File: src/rtl/mc_controller.sv
// Multicycle MIPS control FSM: sequences PC/IR/regfile/memory enables and datapath mux selects.
// Optional BNE support is enabled by defining MC_BNE_EN; outputs are decoded from the current state.
module mc_controller #(
   parameter int MEM_WAIT_MAX = 15
) (
   input  logic       clk,
   input  logic       rst_n,
   input  logic [5:0] op,
   input  logic [5:0] funct,
   input  logic       zero,
   input  logic       mem_ready,
   output logic       pcwrite,
   output logic       pcwrite_en,
   output logic       memwrite,
   output logic       irwrite,
   output logic       regwrite,
   output logic       iord,
   output logic       memtoreg,
   output logic       regdst,
   output logic       alusrca,
   output logic [1:0] alusrcb,
   output logic [1:0] pcsrc,
   output logic [2:0] alucontrol,
   output logic [3:0] state_o,
   output logic       timeout
);

   typedef enum logic [3:0] {
      S_FETCH  = 4'd0,
      S_DECODE = 4'd1,
      S_MEMADR = 4'd2,
      S_MEMRD  = 4'd3,
      S_MEMWB  = 4'd4,
      S_MEMWR  = 4'd5,
      S_EXEC   = 4'd6,
      S_ALUWB  = 4'd7,
      S_BEQ    = 4'd8,
      S_ADDIEX = 4'd9,
      S_ADDIWB = 4'd10,
      S_JUMP   = 4'd11,
      S_BNE    = 4'd12
   } state_t;

   localparam logic [5:0] OP_RTYPE = 6'b000000;
   localparam logic [5:0] OP_LW    = 6'b100011;
   localparam logic [5:0] OP_SW    = 6'b101011;
   localparam logic [5:0] OP_BEQ   = 6'b000100;
   localparam logic [5:0] OP_ADDI  = 6'b001000;
   localparam logic [5:0] OP_J     = 6'b000010;
`ifdef MC_BNE_EN
   localparam logic [5:0] OP_BNE   = 6'b000101;
`endif

   localparam logic [5:0] FN_ADD = 6'b100000;
   localparam logic [5:0] FN_SUB = 6'b100010;
   localparam logic [5:0] FN_AND = 6'b100100;
   localparam logic [5:0] FN_OR  = 6'b100101;
   localparam logic [5:0] FN_SLT = 6'b101010;

   localparam logic [2:0] ALU_ADD = 3'b010;
   localparam logic [2:0] ALU_SUB = 3'b110;
   localparam logic [2:0] ALU_AND = 3'b000;
   localparam logic [2:0] ALU_OR  = 3'b001;
   localparam logic [2:0] ALU_SLT = 3'b111;

   localparam logic [7:0] WAIT_MAX = 8'(MEM_WAIT_MAX);

   state_t     state_q, state_d;
   logic [7:0] wait_cnt_q;
   logic       timeout_q;
   logic       mem_state;
   logic       mem_wait;
   logic       branch;
   logic [2:0] funct_alu;

   assign mem_state = (state_q == S_FETCH) || (state_q == S_MEMRD) || (state_q == S_MEMWR);
   assign mem_wait  = mem_state && !mem_ready;

   always_comb begin
      funct_alu = ALU_ADD;
      case (funct)
         FN_ADD:  funct_alu = ALU_ADD;
         FN_SUB:  funct_alu = ALU_SUB;
         FN_AND:  funct_alu = ALU_AND;
         FN_OR:   funct_alu = ALU_OR;
         FN_SLT:  funct_alu = ALU_SLT;
         default: funct_alu = ALU_ADD;
      endcase
   end

   always_comb begin
      state_d = state_q;
      case (state_q)
         S_FETCH:  if (mem_ready) state_d = S_DECODE;
         S_DECODE: begin
            case (op)
               OP_LW, OP_SW: state_d = S_MEMADR;
               OP_RTYPE:     state_d = S_EXEC;
               OP_BEQ:       state_d = S_BEQ;
               OP_ADDI:      state_d = S_ADDIEX;
               OP_J:         state_d = S_JUMP;
`ifdef MC_BNE_EN
               OP_BNE:       state_d = S_BNE;
`endif
               default:      state_d = S_FETCH;
            endcase
         end
         S_MEMADR: begin
            if (op == OP_LW)      state_d = S_MEMRD;
            else if (op == OP_SW) state_d = S_MEMWR;
            else                  state_d = S_FETCH;
         end
         S_MEMRD:  if (mem_ready) state_d = S_MEMWB;
         S_MEMWB:  state_d = S_FETCH;
         S_MEMWR:  if (mem_ready) state_d = S_FETCH;
         S_EXEC:   state_d = S_ALUWB;
         S_ALUWB:  state_d = S_FETCH;
         S_BEQ:    state_d = S_FETCH;
         S_ADDIEX: state_d = S_ADDIWB;
         S_ADDIWB: state_d = S_FETCH;
         S_JUMP:   state_d = S_FETCH;
         default:  state_d = S_FETCH;
      endcase
   end

   // The wait counter restarts on every state change, so it only measures the current access.
   always_ff @(posedge clk) begin
      if (!rst_n) begin
         state_q    <= S_FETCH;
         wait_cnt_q <= 8'd0;
         timeout_q  <= 1'b0;
      end else begin
         state_q <= state_d;
         if (state_d != state_q)
            wait_cnt_q <= 8'd0;
         else if (mem_wait && (wait_cnt_q != 8'hFF))
            wait_cnt_q <= wait_cnt_q + 8'd1;
         if (mem_wait && (wait_cnt_q == WAIT_MAX))
            timeout_q <= 1'b1;
      end
   end

   always_comb begin
      pcwrite    = 1'b0;
      branch     = 1'b0;
      memwrite   = 1'b0;
      irwrite    = 1'b0;
      regwrite   = 1'b0;
      iord       = 1'b0;
      memtoreg   = 1'b0;
      regdst     = 1'b0;
      alusrca    = 1'b0;
      alusrcb    = 2'b00;
      pcsrc      = 2'b00;
      alucontrol = 3'b000;
      if (rst_n) begin
         case (state_q)
            S_FETCH: begin
               alusrcb    = 2'b01;
               alucontrol = ALU_ADD;
               irwrite    = mem_ready;
               pcwrite    = mem_ready;
            end
            S_DECODE: begin
               alusrcb    = 2'b11;
               alucontrol = ALU_ADD;
            end
            S_MEMADR, S_ADDIEX: begin
               alusrca    = 1'b1;
               alusrcb    = 2'b10;
               alucontrol = ALU_ADD;
            end
            S_MEMRD: iord = 1'b1;
            S_MEMWB: begin
               regwrite = 1'b1;
               memtoreg = 1'b1;
            end
            S_MEMWR: begin
               iord     = 1'b1;
               memwrite = 1'b1;
            end
            S_EXEC: begin
               alusrca    = 1'b1;
               alucontrol = funct_alu;
            end
            S_ALUWB: begin
               regwrite = 1'b1;
               regdst   = 1'b1;
            end
            S_BEQ: begin
               alusrca    = 1'b1;
               alucontrol = ALU_SUB;
               pcsrc      = 2'b01;
               branch     = zero;
            end
`ifdef MC_BNE_EN
            S_BNE: begin
               alusrca    = 1'b1;
               alucontrol = ALU_SUB;
               pcsrc      = 2'b01;
               branch     = ~zero;
            end
`endif
            S_ADDIWB: regwrite = 1'b1;
            S_JUMP: begin
               pcsrc   = 2'b10;
               pcwrite = 1'b1;
            end
            default: ;
         endcase
      end
   end

   assign pcwrite_en = pcwrite | branch;
   assign state_o    = state_q;
   assign timeout    = timeout_q;

   always_ff @(posedge clk) begin
      if (rst_n) assert (!(regwrite && memwrite));
   end

endmodule

File: config.mk
export PLATFORM = sky130hd
export DESIGN_NAME = mc_controller
export DESIGN_NICKNAME = d
export VERILOG_FILES = /design/src/rtl/mc_controller.sv
export SDC_FILE = /design/constraint.sdc
export NUM_CORES = 1
export LEC_CHECK = 0
export ABC_CLOCK_PERIOD_IN_PS = 3600
export BUFFER_PORTS_ARGS = -buffer_cell sky130_fd_sc_hd__buf_4
export CORE_UTILIZATION = 45
export DETAILED_ROUTE_END_ITERATION = 10
export GPL_TIMING_DRIVEN = 0
export PLACE_DENSITY = 0.72
export SLEW_MARGIN = 20
export SYNTH_ARGS = -nofsm -noshare
export SYNTH_HDL_FRONTEND = slang
export SYNTH_SLANG_ARGS = --single-unit
File: constraint.sdc
create_clock -name clk -period 3.6 [get_ports clk]
set_clock_uncertainty 0.1 [all_clocks]
set_input_delay 0.36 -clock clk [delete_from_list [all_inputs] [get_ports clk]]
set_output_delay 0.36 -clock clk [all_outputs]
set_load 0.05 [all_outputs]
### Word level (Yosys, flattened, before mapping)

Index checks and enable logic that the tools add are counted.

* flip-flop bits (word level): 13
* latch bits: 0
* memory bits (writable): 0
* memory bits (read-only): 0
* input port bits: 16
* output and inout port bits: 21
* word-level logic and storage cells: 76
* memories kept: 0

* add/sub/neg operators: 1
* $mul: 0
* divide/modulo/power cells: 0
* order comparisons: 0
* equal/unequal tests: 23
* shift operators: 0
* multiplexer cells: 32
* bitwise operators: 2
* reductions and logical operators: 15

Operators with widths (number)
* 6-bit equality test (second input constant): 6
* 4-bit one-hot mux with 7 select lines: 1
* 4-bit one-hot mux with 5 select lines: 1
* 1-bit 2-to-1 mux: 17
* 4-bit by 3-bit equality test with 1-bit output (second input constant): 4
* 4-bit equality test (second input constant): 4
* 4-bit 2-to-1 mux: 3
* 3-bit one-hot mux with 4 select lines: 1
* 3-bit 2-to-1 mux: 3
* 3-bit one-hot mux with 3 select lines: 1
* 8-bit by 1-bit adder with 8-bit output (second input constant): 1
* 4-bit by 2-bit equality test with 1-bit output (second input constant): 2
* 8-bit by 4-bit equality test with 1-bit output (second input constant): 1
* 8-bit inequality test (second input constant): 1
* 2-bit OR reduction: 4
* 4-bit OR reduction: 2
* 6-bit by 2-bit equality test with 1-bit output (second input constant): 1
* 6-bit by 3-bit equality test with 1-bit output (second input constant): 1
* 6-bit by 4-bit equality test with 1-bit output (second input constant): 1
* 6-bit logical NOT: 1
* 2-bit one-hot mux with 3 select lines: 1
* 4-bit by 1-bit equality test with 1-bit output (second input constant): 1
* 4-bit logical NOT: 1
* 2-bit 2-to-1 mux: 2
* other kinds (9): 12

### Depth between registers and ports, before layout

* depth after elaboration: 6
* depth in mapped cells: 8
* depth with buffers taken out: 7

### Worst setup path after synthesis

Ideal clock, no wire load.

* kind: register to output
* start point: register state_q[3], in the netlist state_o[3]
* end point: output pcwrite_en
* data arrival time: 2731 ps
* data required time: 3140 ps
* path slack: 409 ps
* stages on the path, launching flop included: 6
* path buffers: 1
* cells stage by stage: dfxtp_1 > clkbuf_1 > nand2_1 > nor2_1 > or2_2 > a21o_1

* cells in the longest elaborated chain, start to end: 4
* elaborated cells on any way between the ends: 8
* classes of those cells: 2 x eq/ne; 4 x mux; 1 x bitwise; 1 x reduce/logical

Ends and longest elaborated chain
* from (decl): RTL line 68 `state_t state_q, state_d;`
* from (signal assigned): RTL line 133 `state_q <= state_d;`
* 4-bit equality test or 4-bit logical NOT (tied branches): RTL line 157 `case (state_q)`
* 1-bit one-hot mux with 2 select lines *: RTL line 157
* 1-bit 2-to-1 mux *: RTL line 156 `if (rst_n) begin`
* named net pcwrite: RTL line 12 `output logic pcwrite,`
* 1-bit bitwise OR *: RTL line 214 `assign pcwrite_en = pcwrite | branch;`
* to (decl): RTL line 13 `output logic pcwrite_en,`

Mark *: on every way through the listed nets, which the timed path passes. The rest lies on a longest branch.

### Final worst setup path

* start point: register state_q[2], in the netlist state_o[2]
* end point: output alucontrol[2]

* cells in the longest elaborated chain, start to end: 4
* elaborated cells on any way between the ends: 9
* classes of those cells: 5 x eq/ne; 2 x mux; 2 x reduce/logical

Ends and longest elaborated chain
* 4-bit by 2-bit equality test with 1-bit output, or another cell as far along: RTL line 157
* 4-bit OR reduction (no source line)
* 3-bit one-hot mux with 3 select lines *: RTL line 157
* 3-bit 2-to-1 mux *: RTL line 156
* to (decl): RTL line 23 `output logic [2:0] alucontrol,`

Every way passes the cells marked *; elsewhere a longest branch is shown, timed or not.

==> results_dict.tcl <==
set metrics [dict create \
    clk-insertion-delay-late_ps 270 \
    crit_path_cell_trace "inv_1 > nor2_1 > nand2_1 > or4b_1 > nor2b_1 > or2_2 > buf_4" \
    finalPower_w 0.000329 \
    end_kind "primary output" \
    wire_per_inst_um 14.1 \
    netlist_top_cells_area "dfxtp_1 22%, nor2_1 5.7%, xor2_1 5.2%" \
    fin_nets 203 \
    crit_required_ps 3140 \
    ys_warn_count 0 \
    synth_area_um2 1180 \
    fin_crit_ps 2770 \
    critical_path_class "flop to primary output" \
    worst-endpoint-arrival_ps 2310 \
    outcome "completed" \
    hold_class "input pin to flop" \
    vdd_ir_drop_max_v 0.000226 \
    cts_tree "built" \
    p_per_area_nw_per_um2 220 \
    synth_cells 147 \
    synth_top_cell_area_share_pct 22.1 \
    cp_top_family "simple AND/OR/NAND/NOR gates" \
    hpwl_um 2310 \
    rsz0062_at_grt "false" \
    synthTopCellsByCount "18 x nor2_1, 13 x dfxtp_1, 11 x nand2_1" \
    dieArea_um2 2820 \
    synth_edf_count 0 \
    drive_gt1_share_pct 29.7 \
    ctsResizeCount 0 \
    ys_dominant_reg_cell "dfxtp_1" \
    syn-num-nets 164 \
    cts_hold_buf 0 \
    fin_ws_ps 835 \
    synth_area_leader_cell "dfxtp_1" \
    grt.total_usage_pct 22.7 \
    tns_ps 0 \
    synth_most_common_cell "nor2_1" \
    cts_setup_buffers 0 \
    die_h_um 53.1 \
    viasPerCell 5.73 \
    fmax_ghz 0.362 \
    ys_async_sr_fraction_pct 0 \
    clockBufferDepth 2 \
    antenna_found_initial 0 \
    slowest_delay_ps 560 \
    drc 0 \
    pin_count 37 \
    ys_ff_latch 13 \
    cts_sinks 13 \
    start_util_pct 47.5 \
    wirelength_um 3030 \
    crit_slowest_cell "or4b_1" \
    avgSynthCellArea_um2 8.00 \
    grt_pass1_wl_um 4730 \
    fill_cells 239 \
    finalSetupViolations 0 \
    path_clk_slew_ps 70 \
    die_width_um 53.1 \
    relSlewSlack_pct 68.2 \
    tightest_slew_ps 476 \
    htree_levels 1 \
    cp_num_buf_inv 2 \
    whs_ps 376 \
    syn_to_final_growth_pct 27.1 \
    num_antenna_cells 0 \
    rows 18 \
    vias 1233 \
    preCtsSetupSlack_ps 1150 \
    cap_violations 0 \
    grt_max_degree 11 \
    cts_root_buf "clkbuf_4" \
    drt_first_iter_violations 36 \
    fin_crit_sh_pct 76.8 \
    grt_overflow 0 \
    first_pass_iters 4 \
    hold_viol 0 \
    grt_pass1_vias 1053 \
    synthDistinctLibCells 51 \
    crit_fanout 9 \
    critPathLaunchType "flop" \
    p_leak_nw 0.666 \
    ys_seq_area_share_pct 22.1 \
    core_um2 2480 \
    numPortBuffers 34 \
    place.gp.congestion 0.870 \
    numCtsBuffers 3 \
    antenna_left 0 \
    report.final.slew_viol_count 0 \
]
## where the power goes
group	switching, W	internal [W]
registers	0.00000219	0.000145
clock network	0.0000449	0.0000429
logic	0.0000543	0.0000387
## final cells by class
cell class                 count  area (um2)  share of cell area (%)
multi-input combinational    122         850                    56.8
timing repair buffer          34         255                    17.1
sequential                    13         260                    17.4
buffer                         9        55.1                    3.68
inverter                       3        11.3                   0.753
clock buffer                   4        26.3                    1.76
tap                           30        37.5                    2.51
## layout by cell type, fill, tap and decap left out, types with 5 or more instances in the layout
master,n
and3_1,8
nor2_1,18
nand2_1,11
dfxtp_1,13
xor2_1,7
a21oi_1,5
nor2b_1,9
nor3b_1,5
buf_4,37
o21ai_0,5
## path summary, 6_finish.rpt
path | from | end | slack, ps | cells after the start
min reg2reg | wait_cnt_q[2] | wait_cnt_q[2] | 390 | 1
min | op[4] | state_o[3] | 380 | 4
max | state_o[2] | alucontrol[2] | 830 | 7
max reg2reg | state_o[1] | wait_cnt_q[2] | 1260 | 6
## tightest hold or removal path, stage by stage
cell	delay [ps]
buf_4	80
nor3_2	40
o2111ai_1	120
a21boi_0	100
## sequential cells by signal (all words and copies together), names as in the netlist
name and flops:
state_o 4, timeout 1, wait_cnt_q 8
## routing by layer
metal	GRT usage, %	part of all wire (%)	vias up
met5	0	0	-
met4	6.58	1.2	0
met3	3.45	3.9	4
met2	39.2	49	30
met1	28.6	46	582
li1	-	-	617
## kinds of logic (layout without fill, tap and decap cells)
family | count (synthesis) | count (layout) | share of synthesized area, %
simple gates | 79 | 79 | 43.2
xor+xnor | 8 | 8 | 5.96
fa+ha+maj | 1 | 1 | 1.06
mux | 2 | 2 | 1.70
flops | 13 | 13 | 22.1
buf+inv | 12 | 50 | 5.64
compound gates | 32 | 32 | 20.3
## through the flow
stage,std cells,util [%],area (um2)
floorplan,147,-,1180
global route,215,60.4,1500
detailed placement,211,59.3,1470
finish,215,60.4,1500
CTS,215,60.4,1500
global placement,211,59.3,1470
Power figures use the tool's default switching activity.
